### config.mk
export PLATFORM = sky130hd
export DESIGN_NAME = issue_ctrl
export DESIGN_NICKNAME = d
export VERILOG_FILES = /design/src/rtl/issue_ctrl.sv
export SDC_FILE = /design/constraint.sdc
export NUM_CORES = 1
export LEC_CHECK = 0
export ABC_AREA = 1
export CAP_MARGIN = 20
export CORE_MARGIN = 1.5
export CORE_UTILIZATION = 44
export CTS_BUF_LIST = sky130_fd_sc_hd__clkbuf_16
export CTS_CLUSTER_DIAMETER = 100
export DETAILED_ROUTE_END_ITERATION = 8
export GPL_TIMING_DRIVEN = 0
export MAX_ROUTING_LAYER = met4
export PLACE_DENSITY = 0.75
export SETUP_SLACK_MARGIN = 0.05
export SLEW_MARGIN = 20
export SYNTH_ARGS = -nofsm -noshare
export SYNTH_HDL_FRONTEND = slang
export SYNTH_SLANG_ARGS = --single-unit
export TNS_END_PERCENT = 30
### constraint.sdc
create_clock -name clk -period 2.3 [get_ports clk]
set_input_delay 0.46 -clock clk [delete_from_list [all_inputs] [get_ports clk]]
set_output_delay 0.46 -clock clk [all_outputs]
set_load 0.01 [all_outputs]
### src/rtl/issue_ctrl.sv
// issue_ctrl: decides each cycle whether the decoded instruction issues into
// the executor or is replaced by a bubble. Stalls on load-use hazards using
// a time-based scoreboard of in-flight load destinations, squashes wrong-path
// instructions after a redirect, and drains/halts on a SYSTEM instruction.
module issue_ctrl #(
    parameter int LOAD_LAT     = 2,
    parameter int FLUSH_CYCLES = 2
) (
    input  logic        clk,
    input  logic        rst,
    input  logic        dec_valid,
    input  logic [6:0]  dec_opcode,
    input  logic [4:0]  dec_rs1,
    input  logic [4:0]  dec_rs2,
    input  logic [4:0]  dec_rd,
    output logic        dec_ready,
    output logic        ex_noop,
    input  logic        redirect,
    input  logic        resume,
    output logic        halt,
    output logic [31:0] stall_count
);

    localparam int CW = $clog2(FLUSH_CYCLES + 1);
    localparam logic [CW-1:0] FLUSH_LOAD = CW'(FLUSH_CYCLES);
    localparam logic [CW-1:0] CNT_ONE    = CW'(1);

    localparam logic [6:0] OP_OP     = 7'b0110011;
    localparam logic [6:0] OP_OPIMM  = 7'b0010011;
    localparam logic [6:0] OP_LOAD   = 7'b0000011;
    localparam logic [6:0] OP_STORE  = 7'b0100011;
    localparam logic [6:0] OP_BRANCH = 7'b1100011;
    localparam logic [6:0] OP_JALR   = 7'b1100111;
    localparam logic [6:0] OP_SYSTEM = 7'b1110011;

    typedef enum logic [1:0] {
        ST_RUN,
        ST_FLUSH,
        ST_DRAIN,
        ST_HALT
    } state_t;

    state_t                     state_q, state_d;
    logic [CW-1:0]              cnt_q, cnt_d;
    logic [LOAD_LAT-1:0]        sb_valid_q, sb_valid_d;
    logic [LOAD_LAT-1:0][4:0]   sb_rd_q, sb_rd_d;
    logic [31:0]                stall_q, stall_d;

    logic uses_rs1, uses_rs2;
    logic hazard;
    logic sb_empty;
    logic issue;
    logic stall_inc;

    // Which source fields the presented opcode actually reads
    always_comb begin
        uses_rs1 = (dec_opcode == OP_OP)    || (dec_opcode == OP_OPIMM)  ||
                   (dec_opcode == OP_LOAD)  || (dec_opcode == OP_STORE)  ||
                   (dec_opcode == OP_BRANCH)|| (dec_opcode == OP_JALR);
        uses_rs2 = (dec_opcode == OP_OP)    || (dec_opcode == OP_STORE)  ||
                   (dec_opcode == OP_BRANCH);
    end

    // Load-use hazard: a used non-x0 source matches any valid scoreboard rd
    always_comb begin
        hazard = 1'b0;
        for (int unsigned i = 0; i < LOAD_LAT; i++) begin
            if (sb_valid_q[i]) begin
                if (uses_rs1 && (dec_rs1 != 5'd0) && (dec_rs1 == sb_rd_q[i]))
                    hazard = 1'b1;
                if (uses_rs2 && (dec_rs2 != 5'd0) && (dec_rs2 == sb_rd_q[i]))
                    hazard = 1'b1;
            end
        end
        hazard   = hazard & dec_valid;
        sb_empty = ~|sb_valid_q;
    end

    // Next-state and issue decision; reset forces a bubble, redirect overrides state
    always_comb begin
        state_d   = state_q;
        cnt_d     = cnt_q;
        dec_ready = 1'b0;
        ex_noop   = 1'b1;
        issue     = 1'b0;
        stall_inc = 1'b0;
        if (!rst) begin
            if (redirect) begin
                dec_ready = 1'b1;
                state_d   = ST_FLUSH;
                cnt_d     = FLUSH_LOAD;
            end else begin
                case (state_q)
                    ST_RUN: begin
                        if (!dec_valid) begin
                            dec_ready = 1'b1;
                        end else if (hazard) begin
                            stall_inc = 1'b1;
                        end else begin
                            issue     = 1'b1;
                            ex_noop   = 1'b0;
                            dec_ready = 1'b1;
                            if (dec_opcode == OP_SYSTEM)
                                state_d = ST_DRAIN;
                        end
                    end
                    ST_FLUSH: begin
                        dec_ready = 1'b1;
                        cnt_d     = cnt_q - CNT_ONE;
                        if (cnt_q <= CNT_ONE)
                            state_d = ST_RUN;
                    end
                    ST_DRAIN: begin
                        if (sb_empty)
                            state_d = ST_HALT;
                    end
                    ST_HALT: begin
                        if (resume)
                            state_d = ST_RUN;
                    end
                    default: state_d = ST_RUN;
                endcase
            end
        end
    end

    // Scoreboard ages every cycle regardless of stalls; only issued loads to rd!=0 insert
    always_comb begin
        sb_valid_d    = '0;
        sb_rd_d       = '0;
        sb_valid_d[0] = issue && (dec_opcode == OP_LOAD) && (dec_rd != 5'd0);
        sb_rd_d[0]    = dec_rd;
        for (int unsigned i = 1; i < LOAD_LAT; i++) begin
            sb_valid_d[i] = sb_valid_q[i-1];
            sb_rd_d[i]    = sb_rd_q[i-1];
        end
        stall_d = (stall_inc && (stall_q != '1)) ? stall_q + 32'd1 : stall_q;
    end

    // State, counter, scoreboard and stall counter registers
    always_ff @(posedge clk) begin
        if (rst) begin
            state_q    <= ST_RUN;
            cnt_q      <= '0;
            sb_valid_q <= '0;
            sb_rd_q    <= '0;
            stall_q    <= '0;
        end else begin
            state_q    <= state_d;
            cnt_q      <= cnt_d;
            sb_valid_q <= sb_valid_d;
            sb_rd_q    <= sb_rd_d;
            stall_q    <= stall_d;
        end
    end

    assign halt        = (state_q == ST_HALT);
    assign stall_count = stall_q;

endmodule

After elaboration in Yosys (flattened, before gate mapping)
Index checks and enable logic that the tools add are counted.

Flip-flop bits (word level): 48. Input bits: 27. Output and inout bits: 35. Word-level logic and storage cells: 98.

Add/subtract/negate cells: 2. $lt $le $gt $ge: 1. Equality and inequality tests: 27. Muxes and demuxes: 34. Bitwise logic cells: 1. Reduce and logical (&&, ||, !) cells: 25.

Operators by type and width (count): $add 32x1->32 const B (1); $ne 32x32->1 const B (1); $mux 1 (24); $eq 7x7->1 const B (3); $eq 5x5->1 (4); $ne 3x3->1 const B (6); $mux 2 (8); $reduce_bool 5->1 (3); $eq 7x6->1 const B (2); $ne 2x2->1 const B (6); $reduce_and 6->1 (2); $logic_and 1x1->1 (9); $pmux 2 s4 (1); $eq 7x2->1 const B (1); $eq 7x5->1 const B (1); $logic_or 1x1->1 (7); $eq 2x2->1 const B (2); $reduce_or 2->1 (2); $eq 2x1->1 const B (1); $le 2x1->1 const B (1); $logic_not 2->1 (1); $pmux 1 s2 (1); $reduce_bool 2->1 (1); $sub 2x1->2 const B (1); $and 1x1->1 (1).

Depth between registers and ports, before layout
Gate-level depths: netlist of run 1.

Depth in word-level cells: 22. Gate-level depth with buffers: 16.

Least setup slack after synthesis of run 1
Ideal clock, no wire load.

Kind: input -> output. From: input port dec_opcode[1]. To: output port dec_ready. Arrival: 1.394 ns. Data required time: 1.840 ns. Setup slack: 0.446 ns. Stages on the path: 11. Buffers on the path: 0. Cell sequence: nand2_1 > nor2_2 > nand3_1 > nor2_1 > nand2_1 > nand2_1 > nand2_2 > nand2_4 > nand2_1 > o21ai_0 > a21oi_1.

Longest elaborated chain between the ends: 20.

RTL lines: from (decl) (line 12) `input logic [6:0] dec_opcode,`; $eq 7x6->1 or $eq 7x5->1 (tied branches) (line 57, 60); $logic_or 1x1->1 (2 in series) (line 57) `uses_rs1 = (dec_opcode == OP_OP) || (dec_opcode == OP_OPIMM) ||`; $logic_or 1x1->1 (2 in series) (line 58) `(dec_opcode == OP_LOAD) || (dec_opcode == OP_STORE) ||`; $logic_or 1x1->1 (line 59) `(dec_opcode == OP_BRANCH)|| (dec_opcode == OP_JALR);`; $logic_and 1x1->1 (2 in series) (line 69) `if (uses_rs1 && (dec_rs1 != 5'd0) && (dec_rs1 == sb_rd_q[i]))`; $mux 1 (line 69); $mux 1 (line 71) `if (uses_rs2 && (dec_rs2 != 5'd0) && (dec_rs2 == sb_rd_q[i]))`; $mux 1 (line 68) `if (sb_valid_q[i]) begin`; $mux 1 (line 69); $mux 1 (line 71); $mux 1 * (line 68); $and 1x1->1 * (line 75) `hazard = hazard & dec_valid;`; $mux 1 * (line 97) `end else if (hazard) begin`; $mux 1 * (line 95) `if (!dec_valid) begin`; $pmux 1 s2 * (line 93) `case (state_q)`; $mux 1 * (line 88) `if (redirect) begin`; $mux 1 * (line 87) `if (!rst) begin`; to (decl) (line 16) `output logic dec_ready,`.

Mark *: on every way between the ends. The rest lies on a longest branch, timed or not.

Worst setup path in the final report of run 1
From: input port redirect. To: output port ex_noop.

Longest elaborated chain between the ends: 2.

RTL lines: from (decl) (line 18) `input logic redirect,`; $mux 1 (line 88); $mux 1 (line 87); to (decl) (line 17) `output logic ex_noop,`.

No other way between the ends.

==> results of run 1 <==
## state kept, by name (all words and copies together), names as in the netlist
register	cells
sb_rd_d	5
sb_valid_q	2
cnt_q	2
state_q	2
stall_count	32
sb_rd_q	5
## power by group through the flow
| stage | clock network [uW] | registers, uW | logic (uW) |
|---|---|---|---|
| final | 716 | 856 | 169 |
| after global routing | 766 | 857 | 189 |
| after CTS | 728 | 854 | 164 |
| after detailed placement | 0 | 872 | 170 |
| after global placement | 0 | 872 | 167 |
| after floorplan | 0 | 870 | 91.5 |
## kinds of logic (layout without fill, tap and decap cells)
kind of cell               after synthesis  in the layout  synth area share
AOI/OAI and AO/OA                       48             48           0.08729
xor gates and xnor gates                 8              8           0.02481
buffers and inverters                   87            160            0.1214
DFF                                     48             48            0.3403
adders and majority gates                2              2          0.008860
and+or+nand+nor                        251            251            0.4174
## critical path, stage by stage
cell	delay, ns
sky130_fd_sc_hd__clkdlybuf4s50_1	0.47
sky130_fd_sc_hd__inv_2	0.10
sky130_fd_sc_hd__nand2_2	0.08
sky130_fd_sc_hd__nor3b_4	0.22
sky130_fd_sc_hd__nand3_2	0.12
sky130_fd_sc_hd__dlygate4sd2_1	0.29
## stage by stage
stage               instance area, um2  total power [uW]  instances  setup slack (ns)
floorplan                         2824             961.4        444            0.4463
global placement                  3521              1039        581           -0.7013
detailed placement                3521              1042        581           -0.7121
CTS                               3681              1747        592           0.04950
global route                      3704              1812        594          -0.04663
finish                            3704              1741        594           0.09799
## per-layer routing
layer | track usage | routed length [um]
met4 | 0.05152 | 69
met2 | 0.3503 | 3284
met1 | 0.2428 | 3239
met3 | 0.03777 | 281
met5 | - | 0
## repair_timing
action / CTS / global route
pin swaps: 22 / 26
gates resized for setup: 60 / 28
buffers inserted: 3 / 2
endpoints found under the setup margin: 5 / 3
cloned: 0 / 0
## synthesized netlist by cell type
master	n
sky130_fd_sc_hd__ha_1	2
sky130_fd_sc_hd__clkbuf_1	2
sky130_fd_sc_hd__nor2_4	2
sky130_fd_sc_hd__nand2_4	1
sky130_fd_sc_hd__nand4_1	17
sky130_fd_sc_hd__o21ai_1	4
sky130_fd_sc_hd__nand4_4	1
sky130_fd_sc_hd__buf_6	2
sky130_fd_sc_hd__nor4_2	1
sky130_fd_sc_hd__nand2_1	112
sky130_fd_sc_hd__nor3_2	4
sky130_fd_sc_hd__nand3_1	19
sky130_fd_sc_hd__buf_1	2
sky130_fd_sc_hd__nor2_1	68
sky130_fd_sc_hd__nor3b_4	1
sky130_fd_sc_hd__nand3_2	1
sky130_fd_sc_hd__a21oi_1	24
sky130_fd_sc_hd__inv_1	73
sky130_fd_sc_hd__nor3_4	2
sky130_fd_sc_hd__nand2_2	3
sky130_fd_sc_hd__a311oi_1	1
sky130_fd_sc_hd__nand4_2	1
sky130_fd_sc_hd__inv_2	7
sky130_fd_sc_hd__nor2_2	3
sky130_fd_sc_hd__clkinv_2	1
sky130_fd_sc_hd__xnor2_1	6
sky130_fd_sc_hd__o21ai_0	18
sky130_fd_sc_hd__xor2_1	2
sky130_fd_sc_hd__nor3b_1	2
sky130_fd_sc_hd__or2_2	2
sky130_fd_sc_hd__dfxtp_1	48
sky130_fd_sc_hd__a211oi_1	1
sky130_fd_sc_hd__nor3_1	11
## final timing paths
path,depth (start not counted),to,slack (ns),from
hold reg to reg,2,sb_rd_q[6],0.45,sb_rd_d[6]
setup / recovery,6,ex_noop,0.1,redirect
setup reg to reg,11,stall_count[9],0.32,stall_count[0]
hold / removal,2,cnt_q[1],0.37,rst
## cell type report
type                            instances  share of cell area
Multi-Input combinational cell        309              0.4233
Sequential cell                        48              0.2615
Timing Repair Buffer                   65              0.1578
Inverter                               81             0.08243
Clock buffer                            5             0.03378
Tap cell                               77             0.02601
Buffer                                  6             0.01014
Clock inverter                          3            0.005068
==> metrics.txt, run 1 <==
# TYPE chip_impl_metric gauge
chip_impl_metric{name="dieHeight",unit="um"} 83.11
chip_impl_metric{name="fin_crit_sh",unit=""} 0.9574
chip_impl_metric{name="firstDrtPassIters",unit=""} 4
chip_impl_metric{name="power_density_relative_to_cell_area",unit="mW/mm2"} 470.0
chip_impl_metric{name="slew_violations",unit=""} 0
chip_impl_metric{name="clkTransAtPathRegs",unit="ns"} 0.06
chip_impl_metric{name="p_int",unit="uW"} 1318
chip_impl_metric{name="placementRows",unit=""} 29
chip_impl_metric{name="timing.fmax",unit="MHz"} 454.1
chip_impl_metric{name="power_switching",unit="uW"} 422.7
chip_impl_metric{name="grt_start_max_net_pins",unit=""} 16
chip_impl_metric{name="hold_ws",unit="ns"} 0.3690
chip_impl_metric{name="power.static_leakage",unit="uW"} 0.001522
chip_impl_metric{name="finalCriticalPeriod",unit="ns"} 2.202
chip_impl_metric{name="antenna_found_initial",unit=""} 0
chip_impl_metric{name="antenna_cells",unit=""} 0
chip_impl_metric{name="globalplace.congestion",unit=""} 0.8729
chip_impl_metric{name="core-area",unit="mm2"} 0.006277
chip_impl_metric{name="initial_standard_cell_utilization_of_the_core",unit=""} 0.4499
chip_impl_metric{name="mapped_cell_area",unit="mm2"} 0.002824
chip_impl_metric{name="clk_latency",unit="ns"} 0.29
chip_impl_metric{name="vias_in_the_first_global_route",unit=""} 2654
chip_impl_info{name="cts_tree",value="built"} 1
chip_impl_metric{name="vdd_ir_drop_max",unit="mV"} 0.3911
chip_impl_metric{name="timing.slew.headroom",unit=""} 0.6360
chip_impl_metric{name="clock_path_buffers",unit=""} 2
chip_impl_metric{name="cts_buffers",unit=""} 5
chip_impl_metric{name="post_synth.cell_area_avg",unit="um2"} 6.360
chip_impl_metric{name="timing.critical_path.arrival",unit="ns"} 1.74
chip_impl_metric{name="synth.top_cell.area_share",unit=""} 0.3403
chip_impl_metric{name="part_of_the_yosys_area_used_for_sequential_elements",unit=""} 0.3403
chip_impl_metric{name="utilization",unit=""} 0.5900
chip_impl_info{name="status",value="finished clean"} 1
chip_impl_info{name="layout_commonest_cell",value="sky130_fd_sc_hd__nand2_1"} 1
chip_impl_info{name="grt_setup_unrepaired",value="yes"} 1
chip_impl_metric{name="worst-slew-pin-transition",unit="ns"} 0.5460
chip_impl_metric{name="layout.area.seq",unit="um2"} 968.4
chip_impl_info{name="hold_class",value="in2reg"} 1
chip_impl_metric{name="netlist-cell-type-count",unit=""} 33
chip_impl_metric{name="overflow",unit=""} 0
chip_impl_metric{name="routed-via-count",unit=""} 2923
chip_impl_metric{name="dp_hpwl",unit="um"} 5352
chip_impl_metric{name="drt_first_iter_violations",unit=""} 145
chip_impl_metric{name="combinationalPowerShare",unit=""} 0.097
chip_impl_metric{name="multi_input_area",unit="mm2"} 0.001568
chip_impl_info{name="timing.setup.critical_path_class",value="in2out"} 1
chip_impl_metric{name="tns",unit="ns"} 0
chip_impl_metric{name="finish.net_count",unit=""} 545
chip_impl_metric{name="htree_levels",unit=""} 2
chip_impl_info{name="cp_launch_type",value="input port"} 1
chip_impl_info{name="synth_area_leader_cell",value="sky130_fd_sc_hd__dfxtp_1"} 1
chip_impl_metric{name="port_buffers",unit=""} 60
chip_impl_metric{name="power.switching_fraction",unit=""} 0.2428
chip_impl_metric{name="final.setup_skew",unit="ns"} 0.006063
chip_impl_metric{name="first_pass_grt_wire_length",unit="um"} 11320
chip_impl_metric{name="crit_required",unit="ns"} 1.84
chip_impl_metric{name="cp_max_fo",unit=""} 3
chip_impl_metric{name="sequential_fraction_of_design_power",unit=""} 0.492
chip_impl_metric{name="io_pins",unit=""} 62
chip_impl_metric{name="grt_util_all_layers",unit=""} 0.2024
chip_impl_metric{name="die_area",unit="mm2"} 0.006907
chip_impl_metric{name="max-cap-violations",unit=""} 0
chip_impl_metric{name="synthesis.instances",unit=""} 444
chip_impl_metric{name="vias_per_cell",unit=""} 4.921
chip_impl_info{name="cts_root_buffer",value="sky130_fd_sc_hd__clkbuf_16"} 1
chip_impl_metric{name="layout-area-overhead-vs-synth",unit="%"} 31.15
chip_impl_metric{name="finalHoldViolations",unit=""} 0
chip_impl_metric{name="cts-hold-fix-buffers",unit=""} 0
chip_impl_metric{name="drc",unit=""} 0
chip_impl_metric{name="totalWireLength",unit="um"} 6874
chip_impl_info{name="post_synth_main_area_contributors",value="sky130_fd_sc_hd__dfxtp_1 (34%), sky130_fd_sc_hd__nand2_1 (15%), sky130_fd_sc_hd__inv_1 (9.7%), sky130_fd_sc_hd__nor2_1 (9.0%), sky130_fd_sc_hd__a21oi_1 (4.3%)"} 1
chip_impl_metric{name="yosysWarnings",unit=""} 0
chip_impl_info{name="layout_common_cells",value="sky130_fd_sc_hd__nand2_1 (108), sky130_fd_sc_hd__nor2_1 (67), sky130_fd_sc_hd__inv_1 (63)"} 1
chip_impl_metric{name="synth.ff_latch_count",unit=""} 48
chip_impl_metric{name="drive_above_1_share",unit=""} 0.1683
chip_impl_metric{name="tritoncts_num_sinks",unit=""} 48
chip_impl_metric{name="routed_wire_length_per_instance",unit="um"} 11.57
chip_impl_metric{name="setup-violations-final",unit=""} 0
chip_impl_info{name="crit_path_end_kind",value="output port"} 1
chip_impl_metric{name="share_clk_of_total_power",unit=""} 0.411
chip_impl_metric{name="mappedNetlistNets",unit=""} 473
chip_impl_metric{name="fillers",unit=""} 637
chip_impl_metric{name="die_width",unit="um"} 83.11
chip_impl_metric{name="antenna_violating_nets_post_route",unit=""} 0
(Power assumes the default switching activity.)
==> run 2, diff against run 1 <==
--- a/config.mk
+++ b/config.mk
@@ -14,7 +14,7 @@
 export DETAILED_ROUTE_END_ITERATION = 8
 export GPL_TIMING_DRIVEN = 0
 export MAX_ROUTING_LAYER = met4
-export PLACE_DENSITY = 0.75
+export PLACE_DENSITY = 0.71
 export SETUP_SLACK_MARGIN = 0.05
 export SLEW_MARGIN = 20
 export SYNTH_ARGS = -nofsm -noshare
==> constraint.sdc (replaced) <==
create_clock -name clk -period 2.3 [get_ports clk]
set_input_delay 0.46 -clock clk [delete_from_list [all_inputs] [get_ports clk]]
set_output_delay 0.46 -clock clk [all_outputs]
set_load 0.02 [all_outputs]
==> metrics.txt, run 2 (synthesis gave the netlist of run 1 again) <==
# TYPE chip_impl_metric gauge
chip_impl_metric{name="tritoncts_num_sinks",unit=""} 48
chip_impl_metric{name="utilization",unit=""} 0.6109
chip_impl_metric{name="placementRows",unit=""} 29
chip_impl_metric{name="firstDrtPassIters",unit=""} 4
chip_impl_metric{name="clkTransAtPathRegs",unit="ns"} 0.06
chip_impl_metric{name="vias_in_the_first_global_route",unit=""} 2780
chip_impl_metric{name="sequential_fraction_of_design_power",unit=""} 0.468
chip_impl_metric{name="fin_crit_sh",unit=""} 0.9880
chip_impl_metric{name="totalWireLength",unit="um"} 7035
chip_impl_metric{name="clock_path_buffers",unit=""} 2
chip_impl_metric{name="antenna_found_initial",unit=""} 0
chip_impl_info{name="critical_path.cell_chain",value="clkdlybuf4s15_1, inv_1, o21ai_2, nand3_2, nor2_2, nand2_1, nand2_1, nand2_2, nand2_4, nand2_2, o21ai_1, a21oi_1, buf_4"} 1
chip_impl_metric{name="finalHoldViolations",unit=""} 0
chip_impl_metric{name="drive_above_1_share",unit=""} 0.1559
chip_impl_metric{name="share_clk_of_total_power",unit=""} 0.434
chip_impl_metric{name="timing.slew.headroom",unit=""} 0.6214
chip_impl_metric{name="antenna_violating_nets_post_route",unit=""} 0
chip_impl_info{name="status",value="finished clean"} 1
chip_impl_metric{name="power_switching",unit="uW"} 400.2
chip_impl_metric{name="tns",unit="ns"} 0
chip_impl_metric{name="timing.critical_path.arrival",unit="ns"} 1.81
chip_impl_metric{name="finalCriticalPeriod",unit="ns"} 2.272
chip_impl_metric{name="power.static_leakage",unit="uW"} 0.001602
chip_impl_metric{name="initial_standard_cell_utilization_of_the_core",unit=""} 0.4499
chip_impl_metric{name="combinationalPowerShare",unit=""} 0.098
chip_impl_metric{name="p_int",unit="uW"} 1427
chip_impl_metric{name="cp_max_fo",unit=""} 3
chip_impl_metric{name="htree_levels",unit=""} 2
chip_impl_metric{name="vdd_ir_drop_max",unit="mV"} 0.3668
chip_impl_metric{name="max-cap-violations",unit=""} 0
chip_impl_metric{name="dieHeight",unit="um"} 83.11
chip_impl_metric{name="worst-slew-pin-transition",unit="ns"} 0.5678
chip_impl_info{name="grt_setup_unrepaired",value="yes"} 1
chip_impl_metric{name="layout.area.seq",unit="um2"} 967.2
chip_impl_info{name="layout_common_cells",value="sky130_fd_sc_hd__nand2_1 (111), sky130_fd_sc_hd__inv_1 (71), sky130_fd_sc_hd__nor2_1 (63)"} 1
chip_impl_metric{name="r2r_setup_slack",unit="ns"} 0.19
chip_impl_metric{name="globalplace.congestion",unit=""} 0.9108
chip_impl_metric{name="routed-via-count",unit=""} 2918
chip_impl_metric{name="vias_per_cell",unit=""} 4.839
chip_impl_metric{name="fillers",unit=""} 611
chip_impl_metric{name="setup-violations-final",unit=""} 0
chip_impl_info{name="cp_launch_type",value="input port"} 1
chip_impl_info{name="cts_tree",value="built"} 1
chip_impl_metric{name="power.switching_fraction",unit=""} 0.2190
chip_impl_metric{name="drc",unit=""} 0
chip_impl_metric{name="clk_latency",unit="ns"} 0.29
chip_impl_metric{name="antenna_cells",unit=""} 0
chip_impl_metric{name="die_area",unit="mm2"} 0.006907
chip_impl_metric{name="dp_hpwl",unit="um"} 5226
chip_impl_metric{name="multi_input_area",unit="mm2"} 0.001573
chip_impl_metric{name="cts-hold-fix-buffers",unit=""} 0
chip_impl_metric{name="grt_start_max_net_pins",unit=""} 14
chip_impl_metric{name="first_pass_grt_wire_length",unit="um"} 12150
chip_impl_metric{name="timing.fmax",unit="MHz"} 440.1
chip_impl_info{name="cts_root_buffer",value="sky130_fd_sc_hd__clkbuf_16"} 1
chip_impl_metric{name="overflow",unit=""} 0
chip_impl_info{name="critical-path-top-delay-family",value="simple AND/OR/NAND/NOR gates"} 1
chip_impl_metric{name="layout-area-overhead-vs-synth",unit="%"} 35.80
chip_impl_metric{name="finish.net_count",unit=""} 556
chip_impl_metric{name="core-area",unit="mm2"} 0.006277
chip_impl_metric{name="cts_buffers",unit=""} 5
chip_impl_info{name="timing.setup.critical_path_class",value="in2out"} 1
chip_impl_metric{name="crit_path_max_incr_delay",unit="ns"} 0.22
chip_impl_info{name="crit_path_end_kind",value="output port"} 1
chip_impl_metric{name="port_buffers",unit=""} 60
chip_impl_metric{name="io_pins",unit=""} 62
chip_impl_metric{name="slew_violations",unit=""} 0
chip_impl_metric{name="crit_required",unit="ns"} 1.84
chip_impl_info{name="hold_class",value="in2reg"} 1
chip_impl_info{name="crit_slowest_cell",value="sky130_fd_sc_hd__clkdlybuf4s15_1"} 1
chip_impl_metric{name="timing.critical_path.buf_inv",unit=""} 3
chip_impl_metric{name="routed_wire_length_per_instance",unit="um"} 11.67
chip_impl_metric{name="grt_util_all_layers",unit=""} 0.2166
chip_impl_metric{name="final.setup_skew",unit="ns"} 0.006706
chip_impl_metric{name="power_density_relative_to_cell_area",unit="mW/mm2"} 476.5
chip_impl_info{name="layout_commonest_cell",value="sky130_fd_sc_hd__nand2_1"} 1
chip_impl_metric{name="die_width",unit="um"} 83.11
chip_impl_metric{name="largest_register_ffs",unit=""} 32
chip_impl_metric{name="drt_first_iter_violations",unit=""} 115
[run 2: cell type report]
cell class	count	area share
plain buffers	6	0.009788
clock buffers	5	0.03263
clock inverters	1	0.007830
inverters	81	0.07961
multi-input cells	309	0.4101
flip-flops and latches	48	0.2522
well taps	77	0.02512
repair buffers	76	0.1827
[run 2: stage by stage]
stage	total power (uW)	std cells	cell area, um2	hold slack [ns]	setup WS [ns]
6_report	1827	603	3835	0.3699	0.02754
2_1_floorplan	962.9	444	2824	0.4249	0.3211
4_1_cts	1840	601	3786	0.3712	0.03298
3_5_place_dp	1043	581	3521	0.4563	-0.7559
5_1_grt	1906	603	3835	0.3703	-0.09134
3_3_place_gp	1041	581	3521	0.4408	-0.7573
[run 2: path summary, 6_finish.rpt]
| path | start | endpoint | cells after the start |
|---|---|---|---|
| max reg2reg | sb_rd_q[6] | stall_count[29] | 18 |
| min | rst | cnt_q[1] | 2 |
| max | dec_opcode[5] | dec_ready | 13 |
| min reg2reg | sb_valid_q[0] | sb_valid_q[1] | 2 |
[run 2: routing by layer]
metal,vias to the layer above,part of all wire,track usage
met4,0,0.022,0.07424
li1,1563,-,-
met5,-,0,-
met3,17,0.044,0.04473
met1,1273,0.48,0.2663
met2,65,0.46,0.3548
[run 2: what timing repair did]
| item | 4_1_cts | 5_1_grt |
|---|---|---|
| pin swaps | 23 | 15 |
| gates resized for setup | 54 | 18 |
| setup buffers | 14 | 2 |
| endpoints found under the setup margin | 4 | 8 |
[run 2: worst reg2reg max path, stage by stage, from the launching register on]
cell                      delay, ns
sky130_fd_sc_hd__dfxtp_2       0.34
sky130_fd_sc_hd__inv_1         0.06
sky130_fd_sc_hd__nand2_1       0.05
sky130_fd_sc_hd__nand2_1       0.07
sky130_fd_sc_hd__nor2_1        0.08
sky130_fd_sc_hd__nand2_1       0.08
sky130_fd_sc_hd__nor2_2        0.12
sky130_fd_sc_hd__nand2_1       0.06
sky130_fd_sc_hd__nand2_1       0.08
sky130_fd_sc_hd__nand2_2       0.08
sky130_fd_sc_hd__nand2_4       0.08
sky130_fd_sc_hd__buf_4         0.09
sky130_fd_sc_hd__buf_4         0.14
sky130_fd_sc_hd__nand4_1       0.21
sky130_fd_sc_hd__nor2_4        0.23
sky130_fd_sc_hd__nand3_1       0.09
sky130_fd_sc_hd__nand2_1       0.08
sky130_fd_sc_hd__inv_1         0.03
sky130_fd_sc_hd__nor2_1        0.09
[run 2: power by group through the flow]
| stage | Combinational (uW) | Sequential (uW) | Clock [uW] |
|---|---|---|---|
| after global placement | 169 | 873 | 0 |
| final | 179 | 855 | 793 |
| after CTS | 174 | 855 | 811 |
| after floorplan | 93.0 | 870 | 0 |
| after detailed placement | 170 | 873 | 0 |
| after global routing | 200 | 857 | 849 |
==> run 3, diff against run 2 <==
--- a/config.mk
+++ b/config.mk
@@ -12,9 +12,9 @@
 export CTS_BUF_LIST = sky130_fd_sc_hd__clkbuf_16
 export CTS_CLUSTER_DIAMETER = 100
 export DETAILED_ROUTE_END_ITERATION = 8
+export DONT_BUFFER_PORTS = 1
 export GPL_TIMING_DRIVEN = 0
 export MAX_ROUTING_LAYER = met4
-export PLACE_DENSITY = 0.71
 export SETUP_SLACK_MARGIN = 0.05
 export SLEW_MARGIN = 20
 export SYNTH_ARGS = -nofsm -noshare
==> constraint.sdc (replaced) <==
create_clock -name clk -period 2.3 [get_ports clk]
set_input_delay 0.575 -clock clk [delete_from_list [all_inputs] [get_ports clk]]
set_output_delay 0.575 -clock clk [all_outputs]
set_load 0.02 [all_outputs]
==> metrics.txt, run 3 (synthesis gave the netlist of run 1 again) <==
# TYPE chip_impl_metric gauge
chip_impl_metric{name="grt_start_max_net_pins",unit=""} 15
chip_impl_metric{name="htree_levels",unit=""} 2
chip_impl_info{name="grt_setup_unrepaired",value="yes"} 1
chip_impl_metric{name="final.setup.worst_slack",unit="ns"} 0.1002
chip_impl_metric{name="largest_register_ffs",unit=""} 32
chip_impl_metric{name="hold_ws",unit="ns"} 0.3811
chip_impl_metric{name="final.setup_skew",unit="ns"} 0.006331
chip_impl_metric{name="fin_crit_sh",unit=""} 0.9564
chip_impl_metric{name="drc",unit=""} 0
chip_impl_metric{name="drt_first_iter_violations",unit=""} 82
chip_impl_metric{name="die_area",unit="mm2"} 0.006907
chip_impl_metric{name="routed_wire_length_per_instance",unit="um"} 12.48
chip_impl_metric{name="first_pass_grt_wire_length",unit="um"} 10740
chip_impl_metric{name="placementRows",unit=""} 29
chip_impl_metric{name="antenna_cells",unit=""} 0
chip_impl_metric{name="dieHeight",unit="um"} 83.11
chip_impl_metric{name="max-cap-violations",unit=""} 0
chip_impl_metric{name="antenna_violating_nets_post_route",unit=""} 0
chip_impl_info{name="cp_launch_type",value="input port"} 1
chip_impl_metric{name="vias_per_cell",unit=""} 4.963
chip_impl_metric{name="setup-violations-final",unit=""} 0
chip_impl_metric{name="slew_violations",unit=""} 0
chip_impl_info{name="layout_common_cells",value="sky130_fd_sc_hd__nand2_1 (112), sky130_fd_sc_hd__inv_1 (73), sky130_fd_sc_hd__nor2_1 (66)"} 1
chip_impl_metric{name="layout-area-overhead-vs-synth",unit="%"} 12.49
chip_impl_info{name="critical_path.cell_chain",value="inv_1, nand3_1, nor3_2, nor2_1, nand2_1, nand2_1, nand2_2, nand2_4, nand2_1, o21ai_1, a21oi_2"} 1
chip_impl_metric{name="finalHoldViolations",unit=""} 0
chip_impl_info{name="crit_top_cell",value="sky130_fd_sc_hd__nand2_1"} 1
chip_impl_metric{name="timing.slew.headroom",unit=""} 0.6130
chip_impl_metric{name="tritoncts_num_sinks",unit=""} 48
chip_impl_metric{name="clock_path_buffers",unit=""} 2
chip_impl_metric{name="io_pins",unit=""} 62
chip_impl_info{name="layout_commonest_cell",value="sky130_fd_sc_hd__nand2_1"} 1
chip_impl_metric{name="overflow",unit=""} 0
chip_impl_info{name="cts_tree",value="built"} 1
chip_impl_metric{name="initial_standard_cell_utilization_of_the_core",unit=""} 0.4499
chip_impl_info{name="critical-path-top-delay-family",value="simple AND/OR/NAND/NOR gates"} 1
chip_impl_info{name="status",value="finished clean"} 1
chip_impl_metric{name="cp_max_fo",unit=""} 4
chip_impl_metric{name="fillers",unit=""} 665
chip_impl_metric{name="timing.critical_path.arrival",unit="ns"} 1.62
chip_impl_metric{name="clkTransAtPathRegs",unit="ns"} 0.07
chip_impl_metric{name="port_buffers",unit=""} 0
chip_impl_metric{name="firstDrtPassIters",unit=""} 4
chip_impl_metric{name="crit_path_max_incr_delay",unit="ns"} 0.29
chip_impl_metric{name="vias_in_the_first_global_route",unit=""} 2328
chip_impl_metric{name="finalCriticalPeriod",unit="ns"} 2.200
chip_impl_info{name="crit_path_end_kind",value="output port"} 1
chip_impl_metric{name="vdd_ir_drop_max",unit="mV"} 0.2845
chip_impl_metric{name="timing.fmax",unit="MHz"} 454.6
chip_impl_metric{name="cts_buffers",unit=""} 5
chip_impl_metric{name="finish.net_count",unit=""} 485
chip_impl_metric{name="drive_above_1_share",unit=""} 0.1313
chip_impl_metric{name="timing.critical_path.buf_inv",unit=""} 1
chip_impl_metric{name="die_width",unit="um"} 83.11
chip_impl_metric{name="core-area",unit="mm2"} 0.006277
chip_impl_metric{name="globalplace.congestion",unit=""} 0.8972
chip_impl_metric{name="totalWireLength",unit="um"} 6666
chip_impl_metric{name="grt_util_all_layers",unit=""} 0.1958
chip_impl_metric{name="preCtsSetupSlack",unit="ns"} -0.1262
chip_impl_info{name="hold_class",value="in2reg"} 1
chip_impl_metric{name="worst-slew-pin-transition",unit="ns"} 0.5805
chip_impl_metric{name="clk_latency",unit="ns"} 0.28
chip_impl_metric{name="power_density_relative_to_cell_area",unit="mW/mm2"} 560.4
chip_impl_metric{name="power.static_leakage",unit="uW"} 0.001341
chip_impl_metric{name="dp_hpwl",unit="um"} 5215
chip_impl_info{name="crit_slowest_cell",value="sky130_fd_sc_hd__a21oi_2"} 1
chip_impl_metric{name="antenna_found_initial",unit=""} 0
chip_impl_info{name="timing.setup.critical_path_class",value="in2out"} 1
chip_impl_info{name="cts_root_buffer",value="sky130_fd_sc_hd__clkbuf_16"} 1
chip_impl_metric{name="crit_required",unit="ns"} 1.73
chip_impl_metric{name="routed-via-count",unit=""} 2650
==> run 3: final timing paths <==
kind	from	to	slack [ns]	depth (start not counted)
setup / recovery	dec_rs1[2]	dec_ready	0.10	11
hold / removal	dec_rd[2]	sb_rd_d[7]	0.38	2
setup reg to reg	stall_count[27]	stall_count[9]	0.26	8
hold reg to reg	sb_valid_q[0]	sb_valid_q[1]	0.45	2
==> run 3: metal layers <==
metal,routed length [um],GRT usage
met2,3151,0.3171
met1,3160,0.2456
met3,320,0.05467
met4,34,0.04091
met5,0,-
==> run 3: cell type report <==
class	count	area [um2]	area share
clock buffer	5	125.1	0.03939
sequential	48	979.7	0.3084
clock inverter	3	38.79	0.01221
timing repair buffer	5	37.54	0.01182
buffer	6	37.54	0.01182
multi-input combinational	309	1556	0.4900
tap	77	96.34	0.03033
inverter	81	305.3	0.09610
==> run 3: worst reg2reg max path, stage by stage (launching register included) <==
cell and delay [ns]:
sky130_fd_sc_hd__dfxtp_1 0.50, sky130_fd_sc_hd__nand2_1 0.24, sky130_fd_sc_hd__nor4_4 0.37, sky130_fd_sc_hd__nand4_1 0.24, sky130_fd_sc_hd__nand3_2 0.18, sky130_fd_sc_hd__buf_6 0.16
sky130_fd_sc_hd__nor3_4 0.04, sky130_fd_sc_hd__xnor2_1 0.13, sky130_fd_sc_hd__nor2_1 0.06
==> run 3: repair_timing <==
item                                    in CTS  in global routing
resized for setup                            6                 17
endpoints found under the setup margin       2                 21
setup buffers                                1                  4
hold buffers                                 0                  0
pin swaps                                    2                  3
gates cloned                                 0                  0
==> run 3: power by group <==
part / internal, uW / total [uW] / switching [uW]
Sequential: 842 / 853 / 10.6
Clock: 507 / 807 / 300
Combinational: 45.5 / 120 / 74.8
==> run 3: metrics by stage <==
stage / area [um2] / setup TNS [ns] / total power [uW] / cells / utilization
floorplan: 2824 / 0 / 962.9 / 444 / -
global placement: 2920 / -0.1241 / 986.5 / 521 / 0.4652
detailed placement: 2920 / -0.1262 / 988.3 / 521 / 0.4652
CTS: 3104 / 0 / 1803 / 530 / 0.4945
global route: 3177 / -0.004315 / 1856 / 534 / 0.5061
finish: 3177 / 0 / 1780 / 534 / 0.5061
